$ cat src/rtl/execute_muldiv_unit_pkg.sv
// Shared definitions for the execute-stage multiply/divide engine:
// operation codes, FSM state encoding and the divide-by-zero quotient.
package execute_muldiv_unit_pkg;

    typedef enum logic [1:0] {
        OP_MULTU = 2'b00,
        OP_MULT  = 2'b01,
        OP_DIVU  = 2'b10,
        OP_DIV   = 2'b11
    } muldiv_op_e;

    typedef enum logic [1:0] {
        ST_IDLE = 2'b00,
        ST_RUN  = 2'b01,
        ST_FIX  = 2'b10
    } muldiv_state_e;

    // Wide enough for any operand width in use; sliced to DATA_WIDTH.
    localparam logic [127:0] DIV0_QUOTIENT = '1;

endpackage

$ cat src/rtl/execute_muldiv_unit_datapath.sv
// Arithmetic core of the mul/div engine: operand magnitudes, the 2*W accumulator,
// one shift-add / restoring-divide iteration per step, and the final sign fix.
module muldiv_datapath
    import execute_muldiv_unit_pkg::*;
#(
    parameter int DATA_WIDTH = 32
) (
    input  logic                  i_CLK,
    input  logic                  i_RST,
    input  logic                  i_Load,
    input  logic                  i_Step,
    input  logic [1:0]            i_Op,
    input  logic [DATA_WIDTH-1:0] i_SrcA,
    input  logic [DATA_WIDTH-1:0] i_SrcB,
    output logic [DATA_WIDTH-1:0] o_HiResult,
    output logic [DATA_WIDTH-1:0] o_LoResult
);

    logic [1:0]              r_op;
    logic [2*DATA_WIDTH-1:0] r_acc;
    logic [DATA_WIDTH-1:0]   r_opA;
    logic [DATA_WIDTH-1:0]   r_opB;
    logic [DATA_WIDTH-1:0]   r_origA;
    logic                    r_signQ;
    logic                    r_signR;

    logic                    w_isSignedIn;
    logic [DATA_WIDTH-1:0]   w_magA;
    logic [DATA_WIDTH-1:0]   w_magB;
    logic                    w_isDivOp;
    logic [DATA_WIDTH-1:0]   w_accHi;
    logic [DATA_WIDTH-1:0]   w_accLo;
    logic [DATA_WIDTH:0]     w_mulSum;
    logic [DATA_WIDTH:0]     w_divShift;
    logic [DATA_WIDTH:0]     w_divDiff;
    logic                    w_divOk;
    logic [2*DATA_WIDTH-1:0] w_stepAcc;
    logic [2*DATA_WIDTH-1:0] w_prod;
    logic [DATA_WIDTH-1:0]   w_quot;
    logic [DATA_WIDTH-1:0]   w_rem;

    // Two's-complement negation of the most negative value wraps to itself,
    // which is exactly its unsigned magnitude.
    assign w_isSignedIn = (i_Op == OP_MULT) || (i_Op == OP_DIV);
    assign w_magA       = (w_isSignedIn && i_SrcA[DATA_WIDTH-1]) ? -i_SrcA : i_SrcA;
    assign w_magB       = (w_isSignedIn && i_SrcB[DATA_WIDTH-1]) ? -i_SrcB : i_SrcB;

    assign w_isDivOp = (r_op == OP_DIVU) || (r_op == OP_DIV);
    assign w_accHi   = r_acc[2*DATA_WIDTH-1:DATA_WIDTH];
    assign w_accLo   = r_acc[DATA_WIDTH-1:0];

    assign w_mulSum   = {1'b0, w_accHi} + {1'b0, (r_opA[0] ? r_opB : '0)};
    assign w_divShift = {w_accHi, r_opA[DATA_WIDTH-1]};
    assign w_divDiff  = w_divShift - {1'b0, r_opB};
    assign w_divOk    = ~w_divDiff[DATA_WIDTH];

    always_comb begin
        w_stepAcc = {w_mulSum, w_accLo[DATA_WIDTH-1:1]};
        if (w_isDivOp) begin
            w_stepAcc = {(w_divOk ? w_divDiff[DATA_WIDTH-1:0] : w_divShift[DATA_WIDTH-1:0]),
                         w_accLo[DATA_WIDTH-2:0], w_divOk};
        end
    end

    // r_opA is the multiplier (consumed LSB first) or the dividend (consumed MSB first).
    always_ff @(posedge i_CLK or posedge i_RST) begin
        if (i_RST) begin
            r_op    <= '0;
            r_acc   <= '0;
            r_opA   <= '0;
            r_opB   <= '0;
            r_origA <= '0;
            r_signQ <= 1'b0;
            r_signR <= 1'b0;
        end else if (i_Load) begin
            r_op    <= i_Op;
            r_acc   <= '0;
            r_opA   <= w_magA;
            r_opB   <= w_magB;
            r_origA <= i_SrcA;
            r_signQ <= i_SrcA[DATA_WIDTH-1] ^ i_SrcB[DATA_WIDTH-1];
            r_signR <= i_SrcA[DATA_WIDTH-1];
        end else if (i_Step) begin
            r_acc <= w_stepAcc;
            r_opA <= w_isDivOp ? (r_opA << 1) : (r_opA >> 1);
        end
    end

    always_comb begin
        w_prod = r_acc;
        w_quot = w_accLo;
        w_rem  = w_accHi;
        if ((r_op == OP_MULT) && r_signQ) begin
            w_prod = -r_acc;
        end
        if ((r_op == OP_DIV) && r_signQ) begin
            w_quot = -w_accLo;
        end
        if ((r_op == OP_DIV) && r_signR) begin
            w_rem = -w_accHi;
        end
    end

    // A zero divisor keeps its magnitude zero, so r_opB identifies it for both signed forms.
    always_comb begin
        o_HiResult = w_prod[2*DATA_WIDTH-1:DATA_WIDTH];
        o_LoResult = w_prod[DATA_WIDTH-1:0];
        if (w_isDivOp) begin
            if (r_opB == '0) begin
                o_HiResult = r_origA;
                o_LoResult = DIV0_QUOTIENT[DATA_WIDTH-1:0];
            end else begin
                o_HiResult = w_rem;
                o_LoResult = w_quot;
            end
        end
    end

endmodule

$ cat src/rtl/execute_muldiv_unit.sv
// Execute-stage multi-cycle multiply/divide unit: control FSM, iteration counter,
// architectural HI/LO registers and the busy/stall request.
module execute_muldiv_unit
    import execute_muldiv_unit_pkg::*;
#(
    parameter int DATA_WIDTH = 32,
    parameter int CNT_WIDTH  = 5
) (
    input  logic                  i_CLK,
    input  logic                  i_RST,
    input  logic                  i_Start,
    input  logic [1:0]            i_Op,
    input  logic [DATA_WIDTH-1:0] i_SrcAE,
    input  logic [DATA_WIDTH-1:0] i_SrcBE,
    input  logic                  i_Flush,
    input  logic                  i_HIWrite,
    input  logic                  i_LOWrite,
    input  logic [DATA_WIDTH-1:0] i_WriteData,
    output logic                  o_Busy,
    output logic                  o_Done,
    output logic [DATA_WIDTH-1:0] o_HI,
    output logic [DATA_WIDTH-1:0] o_LO
);

    localparam logic [CNT_WIDTH-1:0] LAST_COUNT = CNT_WIDTH'(DATA_WIDTH - 1);

    muldiv_state_e          r_state;
    muldiv_state_e          w_nextState;
    logic [CNT_WIDTH-1:0]   r_count;
    logic [DATA_WIDTH-1:0]  r_HI;
    logic [DATA_WIDTH-1:0]  r_LO;
    logic                   r_Done;
    logic                   w_load;
    logic                   w_step;
    logic                   w_fix;
    logic [DATA_WIDTH-1:0]  w_hiResult;
    logic [DATA_WIDTH-1:0]  w_loResult;

    muldiv_datapath #(
        .DATA_WIDTH(DATA_WIDTH)
    ) u_datapath (
        .i_CLK      (i_CLK),
        .i_RST      (i_RST),
        .i_Load     (w_load),
        .i_Step     (w_step),
        .i_Op       (i_Op),
        .i_SrcA     (i_SrcAE),
        .i_SrcB     (i_SrcBE),
        .o_HiResult (w_hiResult),
        .o_LoResult (w_loResult)
    );

    always_ff @(posedge i_CLK or posedge i_RST) begin
        if (i_RST) begin
            r_state <= ST_IDLE;
        end else begin
            r_state <= w_nextState;
        end
    end

    // Flush overrides everything, including a Start in IDLE and the FIX write-back.
    always_comb begin
        w_nextState = r_state;
        w_load      = 1'b0;
        w_step      = 1'b0;
        w_fix       = 1'b0;
        case (r_state)
            ST_IDLE: begin
                if (i_Start) begin
                    w_load      = 1'b1;
                    w_nextState = ST_RUN;
                end
            end
            ST_RUN: begin
                w_step = 1'b1;
                if (r_count == LAST_COUNT) begin
                    w_nextState = ST_FIX;
                end
            end
            ST_FIX: begin
                w_fix       = 1'b1;
                w_nextState = ST_IDLE;
            end
            default: begin
                w_nextState = ST_IDLE;
            end
        endcase
        if (i_Flush) begin
            w_nextState = ST_IDLE;
            w_load      = 1'b0;
            w_step      = 1'b0;
            w_fix       = 1'b0;
        end
    end

    always_ff @(posedge i_CLK or posedge i_RST) begin
        if (i_RST) begin
            r_count <= '0;
        end else if (w_load) begin
            r_count <= '0;
        end else if (w_step) begin
            r_count <= r_count + 1'b1;
        end
    end

    // MTHI/MTLO only land in IDLE; a Start in the same cycle is overwritten later at FIX.
    always_ff @(posedge i_CLK or posedge i_RST) begin
        if (i_RST) begin
            r_HI   <= '0;
            r_LO   <= '0;
            r_Done <= 1'b0;
        end else begin
            r_Done <= w_fix;
            if (w_fix) begin
                r_HI <= w_hiResult;
                r_LO <= w_loResult;
            end else if (r_state == ST_IDLE) begin
                if (i_HIWrite) begin
                    r_HI <= i_WriteData;
                end
                if (i_LOWrite) begin
                    r_LO <= i_WriteData;
                end
            end
        end
    end

    assign o_Busy = (r_state != ST_IDLE);
    assign o_Done = r_Done;
    assign o_HI   = r_HI;
    assign o_LO   = r_LO;

endmodule

$ cat config.mk
export PLATFORM = sky130hd
export DESIGN_NAME = execute_muldiv_unit
export DESIGN_NICKNAME = d
export VERILOG_FILES = /design/src/rtl/execute_muldiv_unit_pkg.sv /design/src/rtl/execute_muldiv_unit_datapath.sv /design/src/rtl/execute_muldiv_unit.sv
export SDC_FILE = /design/constraint.sdc
export NUM_CORES = 1
export LEC_CHECK = 0
export ABC_AREA = 1
export BUFFER_PORTS_ARGS = -buffer_cell sky130_fd_sc_hd__buf_2
export CORE_MARGIN = 2
export CORE_UTILIZATION = 55
export DETAILED_ROUTE_END_ITERATION = 16
export MAX_ROUTING_LAYER = met4
export PLACE_DENSITY = 0.81
export SLEW_MARGIN = 20
export SYNTH_ARGS = -nofsm -noshare
export SYNTH_HDL_FRONTEND = slang
export SYNTH_SLANG_ARGS = --single-unit
$ cat constraint.sdc
create_clock -name i_CLK -period 21.1 [get_ports i_CLK]
set_clock_uncertainty 0.2 [all_clocks]
set_input_delay 4.22 -clock i_CLK [delete_from_list [all_inputs] [get_ports i_CLK]]
set_output_delay 4.22 -clock i_CLK [all_outputs]
set_load 0.005 [all_outputs]
# Yosys cells after proc, flatten, opt, wreduce, memory -nomap -nowiden
# Index checks and enable logic that the tools add are counted.
[op_classes] eq_ne=10 reduce_logical=17 addsub=8 bitwise=2 n_mux=36
[op_table] operator="$mux 32" n=19
[op_table] operator="$mux 64" n=4
[op_table] operator="$neg 32->32" n=4
[op_table] operator="$neg 64->64" n=1
[op_table] operator="$add 32x32->33" n=1
[op_table] operator="$sub 33x32->33" n=1
[op_table] operator="$logic_not 32->1" n=1
[op_table] operator="$mux 5" n=2
[op_table] operator="$reduce_bool 2->1" n=5
[op_table] operator="$eq 2x2->1 const B" n=4
[op_table] operator="$mux 1" n=7
[op_table] operator="$eq 2x1->1 const B" n=3
[op_table] operator="$mux 2" n=3
[op_table] operator="$ne 3x3->1 const B" n=2
[op_table] operator="$reduce_and 2->1" n=3
[op_table] operator="$add 5x1->5 const B" n=1
[op_table] operator="$eq 5x5->1 const B" n=1
[op_table] operator="$logic_and 1x1->1" n=5
[op_table] operator="$pmux 2 s2" n=1
[op_table] operator="$logic_not 2->1" n=1
[op_table] operator="$logic_or 1x1->1" n=2
[op_table] operator="$not 1->1" n=1
[op_table] operator="$xor 1x1->1" n=1
[totals] reg_bits=236 word_cells=85 output_inout_bits=66 inputBits=104

# Longest topological paths before layout
[depth] word_depth=6 mapped_depth=20

# Hierarchy
# From an unflattened synthesis, not the netlist that was laid out.
[unflattened] hier_cells=3403 area_unflattened_um2=20982.6
[by_module_without_submodules] module="muldiv_datapath" n_inst=1 seq_area_each_um2=4078.9 area_per_inst_um2=17385.4 cells_each=2997
[by_module_without_submodules] module="execute_muldiv_unit" n_inst=1 seq_area_each_um2=1801.7 area_per_inst_um2=3597.2 cells_each=406

# Worst setup path after synthesis
# No wires, ideal clock.
[synth_path] path_kind="input port to flip-flop" start="in i_SrcAE[1]" end="reg u_datapath.r_opA[24]" required_time_ns=20.822 n_path_buf=0 setup_slack_ns=15.209 stages=12 arrival_time_ns=5.614 path_cell_list="inv_1 -> ha_1 -> nand3_1 -> nor2_1 -> nand4_1 -> nor2_1 -> nand2_1 -> o21ai_0 -> nand3_1 -> nand2_1 -> nor2_1 -> a21oi_1"
[synth_between] elab_chain_len=3
[synth_lines] item="start: declaration" line_no="execute_muldiv_unit.sv:13" text="input logic [DATA_WIDTH-1:0] i_SrcAE,"
[synth_lines] item="$neg 32->32" line_no="execute_muldiv_unit_datapath.sv:45" text="assign w_magA = (w_isSignedIn && i_SrcA[DATA_WIDTH-1]) ? -i_SrcA : i_SrcA;"
[synth_lines] item="$mux 32" line_no="execute_muldiv_unit_datapath.sv:45"
[synth_lines] item="$mux 32" line_no="execute_muldiv_unit_datapath.sv:75" text="end else if (i_Load) begin"
[synth_lines] item="end signal: assignment" line_no="execute_muldiv_unit_datapath.sv:78" text="r_opA <= w_magA;"
[synth_lines] item="end signal: assignment" line_no="execute_muldiv_unit_datapath.sv:85" text="r_opA <= w_isDivOp ? (r_opA << 1) : (r_opA >> 1);"
[synth_lines] item="end: declaration" line_no="execute_muldiv_unit_datapath.sv:21" text="logic [DATA_WIDTH-1:0] r_opA;"
# No other way between the ends.
# A chain may end at the register's enable or synchronous reset.

# Worst setup path in the final report
[layout_path] start="in i_Flush" end="reg u_datapath.r_opA[16]"
[layout_between] elab_chain_len=2 elab_cells_between_ends=4 classes_between="mux: 3; reduce/logical: 1"
[layout_lines] item="start: declaration" line_no="execute_muldiv_unit.sv:15" text="input logic i_Flush,"
[layout_lines] item="$mux 1" line_no="execute_muldiv_unit.sv:88" text="if (i_Flush) begin"
[layout_lines] item="$mux 32 / $reduce_bool 2->1 (equally long branches)"
# Parallel ways exist; a longest one is shown, timed or not.

==> flow_metrics.py <==
metrics = {
    "sta": {
        "drv_slew": 0,
        "fin_setup_tns_ns": 0,
        "min_period_ns": 6.42,
        "grt_setup_unrepaired": "false",
        "holdWs_ns": 0.272,
        "finalHoldViolations": 0,
        "worst_slack_ns": 14.68,
        "worst_slew_pin_slew_ns": 1.12,
        "setup_violations": 0,
        "slew_headroom": 0.253,
        "period_share": 0.304,
        "max_freq_mhz": 156,
    },
    "detailed_routing": {
        "vias_per_cell": 5.88,
        "dr.pass1.iters": 8,
        "drc_errors": 0,
        "wl_per_cell_um": 19.2,
        "ant_nets": 0,
        "vias": 23800,
        "wirelength_um": 77800,
        "drt-initial-drc-count": 3062,
    },
    "floorplanning": {
        "pin_count": 170,
        "fp-row-count": 71,
        "core_sq_um": 37400,
        "die_y_um": 198,
        "die_area_sq_um": 39300,
        "die_width_um": 198,
        "floorplan.initialDensity": 0.555,
    },
    "synth": {
        "synth_edf_count": 0,
        "syn_area_sq_um": 20800,
        "avgSynthCellArea_sq_um": 6.06,
        "synthCells": 3424,
        "syn-num-nets": 3600,
        "yosysWarnings": 0,
        "ys_types": 55,
        "ys_ff_latch": 235,
        "synthArstFlopShare": 1.00,
        "ys.flop_type": "dfrtp_1",
        "synth-seq-area-share": 0.283,
    },
    "layout": {
        "area_growth_syn_to_layout_pct": 10.4,
        "final_net_count": 3688,
        "mostFrequentLayoutCells": "nand2_1, inv_1, nor2_1, nand3_1, dfrtp_1",
        "finalInstanceArea_sq_um": 22900,
        "instances_no_fill": 4045,
        "final_common_cell": "nand2_1",
        "fillers": 3765,
        "drive_gt1_frac": 0.0824,
    },
    "grt": {
        "grt_max_degree": 114,
        "grt_pass1_vias": 21000,
        "gr-total-overflow": 0,
        "antenna_found_initial": 1,
        "grt_usage": 0.404,
        "grt_pass1_wl_um": 120000,
    },
    "clocking": {
        "clockRootBuffer": "clkbuf_16",
        "cts.clk_slew.worst_paths_ns": 0.06,
        "numClockSinks": 235,
        "clk_path_buf_depth": 3,
        "numCtsBuffers": 28,
        "cts_tree": "yes",
        "clock_latency_ns": 0.57,
        "cts_setup_buffers": 0,
        "post_cts_resized": 0,
        "ctsHtreeMaxLevel": 1,
        "ctsHoldBuffers": 0,
    },
    "power": {
        "peakVddDrop_mv": 0.0720,
        "power_density_nw_per_um2": 122,
        "leakage_nw": 12.2,
    },
    "placed_design": {
        "place.gp.congestion": 1.06,
        "placedCellCount": 3993,
        "place_ws_ns": 14.16,
        "hpwlAfterDp_um": 58600,
        "io_buffers": 169,
        "place_area_sq_um": 21900,
    },
    "run": {
        "cap_violations": 0,
    },
    "critical_path": {
        "crit_path_max_fanout": 103,
        "worstSetupPathType": "input pin to flop",
        "crit_chain": "buf_2, nor2_1, nand3_4, clkinv_2, buf_4, o21ai_0, o22ai_1, a21oi_1",
        "startpoint_type": "input pin",
        "cp.required_ns": 21.34,
        "crit_slowest_cell": "buf_4",
        "critical-path-max-stage-delay_ns": 0.84,
        "endpoint_kind": "flop",
        "crit_arrival_ns": 6.66,
    },
    "status": {
        "status": "completed",
    },
    "min_path": {
        "hold_path.class": "flop to flop",
    },
}
## cell usage after synthesis, drive strengths merged (2+ instances only)
| master | n | area, sq um |
|---|---|---|
| xor2 | 38 | 333 |
| o221a | 3 | 33.8 |
| nor2 | 373 | 1430 |
| nand2 | 1122 | 4250 |
| a21o | 9 | 67.6 |
| nor3b | 2 | 15.0 |
| and2 | 5 | 31.3 |
| or2 | 18 | 113 |
| a221oi | 16 | 140 |
| xnor2 | 16 | 140 |
| buf | 30 | 169 |
| o21ai | 236 | 1180 |
| clkinv | 2 | 7.51 |
| fa | 2 | 40.0 |
| o21a | 5 | 37.5 |
| o31ai | 7 | 52.6 |
| nor4 | 10 | 62.6 |
| o211ai | 34 | 255 |
| o221ai | 29 | 254 |
| dfrtp | 235 | 5880 |
| nand3b | 6 | 45.0 |
| a21boi | 5 | 37.5 |
| o21bai | 11 | 82.6 |
| ha | 70 | 876 |
| o22ai | 25 | 156 |
| a22o | 2 | 17.5 |
| o2111ai | 2 | 17.5 |
| clkbuf | 98 | 368 |
| nor3 | 42 | 220 |
| nand4 | 48 | 300 |
| inv | 462 | 1740 |
| a22oi | 17 | 128 |
| nand3 | 305 | 1540 |
| a31oi | 9 | 56.3 |
| a21oi | 126 | 634 |
## state kept, by name, summed over array words and instances (netlist names)
name	count
u_datapath.r_acc	64
o_HI	32
o_LO	32
u_datapath.r_opA	32
u_datapath.r_opB	32
u_datapath.r_origA	31
r_count	5
r_state	2
u_datapath.r_op	2
o_Done	1
u_datapath.r_signQ	1
u_datapath.r_signR	1
## worst max-delay path: cells and delay by family
kind	cells	cell delay [ns]
AOI/OAI and AO/OA	3	0.56
buffers and inverters	3	1.16
and+or+nand+nor	2	0.65
## power breakdown
part	switching [W]	total (W)	internal (W)	leakage (nW)
combinational	0.00106	0.00154	0.000473	8.72
clock	0.000212	0.000550	0.000338	0.506
sequential	0.000166	0.000711	0.000545	2.95
## area by class of cell
cell class | instances | area (sq um) | area share
Multi-Input combinational cell | 2597 | 12600 | 0.551
Sequential cell | 235 | 5880 | 0.257
Inverter | 464 | 1750 | 0.0765
Timing Repair Buffer | 186 | 973 | 0.0425
Clock buffer | 35 | 788 | 0.0344
Tap cell | 511 | 639 | 0.0279
Clock inverter | 16 | 246 | 0.0108
Antenna cell | 1 | 2.50 | 0.000109
## metal layers
layer | up-vias | GRT usage | share of wire | routed length (um)
met5 | - | - | 0 | 0
met4 | 0 | 0.0894 | 0.025 | 1950
met3 | 152 | 0.0898 | 0.14 | 10500
met2 | 1490 | 0.567 | 0.40 | 31300
met1 | 10900 | 0.590 | 0.44 | 34000
li1 | 11300 | - | - | -
## kinds of logic (layout without fill, tap and decap cells)
| group | after synthesis | in the layout | synth area share |
|---|---|---|---|
| mux | 1 | 1 | 0.000543 |
| compound gates | 539 | 539 | 0.153 |
| simple gates | 1931 | 1931 | 0.386 |
| other cells | 0 | 1 | 0 |
| fa+ha+maj | 72 | 72 | 0.0441 |
| flops | 235 | 235 | 0.283 |
| xor+xnor | 54 | 54 | 0.0228 |
| buf+inv | 592 | 701 | 0.110 |
## final timing paths
path                                     from              endpoint  slack, ns  cells past startpoint
hold / removal                     r_count[3]            r_count[3]       0.27                      1
max in group asynchronous               i_RST    u_datapath.r_op[1]      15.59                      3
hold reg to reg                    r_count[3]            r_count[3]       0.27                      1
setup / recovery                      i_Flush  u_datapath.r_opA[16]      14.68                      8
setup reg to reg           u_datapath.r_op[1]              o_HI[14]      16.99                      9
min in group asynchronous               i_RST  u_datapath.r_acc[54]       3.61                      2
## per-stage QoR
step | power (W) | util
after CTS | 0.00273 | 0.613
after floorplan | 0.00172 | -
final | 0.00280 | 0.613
after global placement | 0.00217 | 0.585
after detailed placement | 0.00218 | 0.585
after global routing | 0.00298 | 0.613
Power figures use the tool's default switching activity.
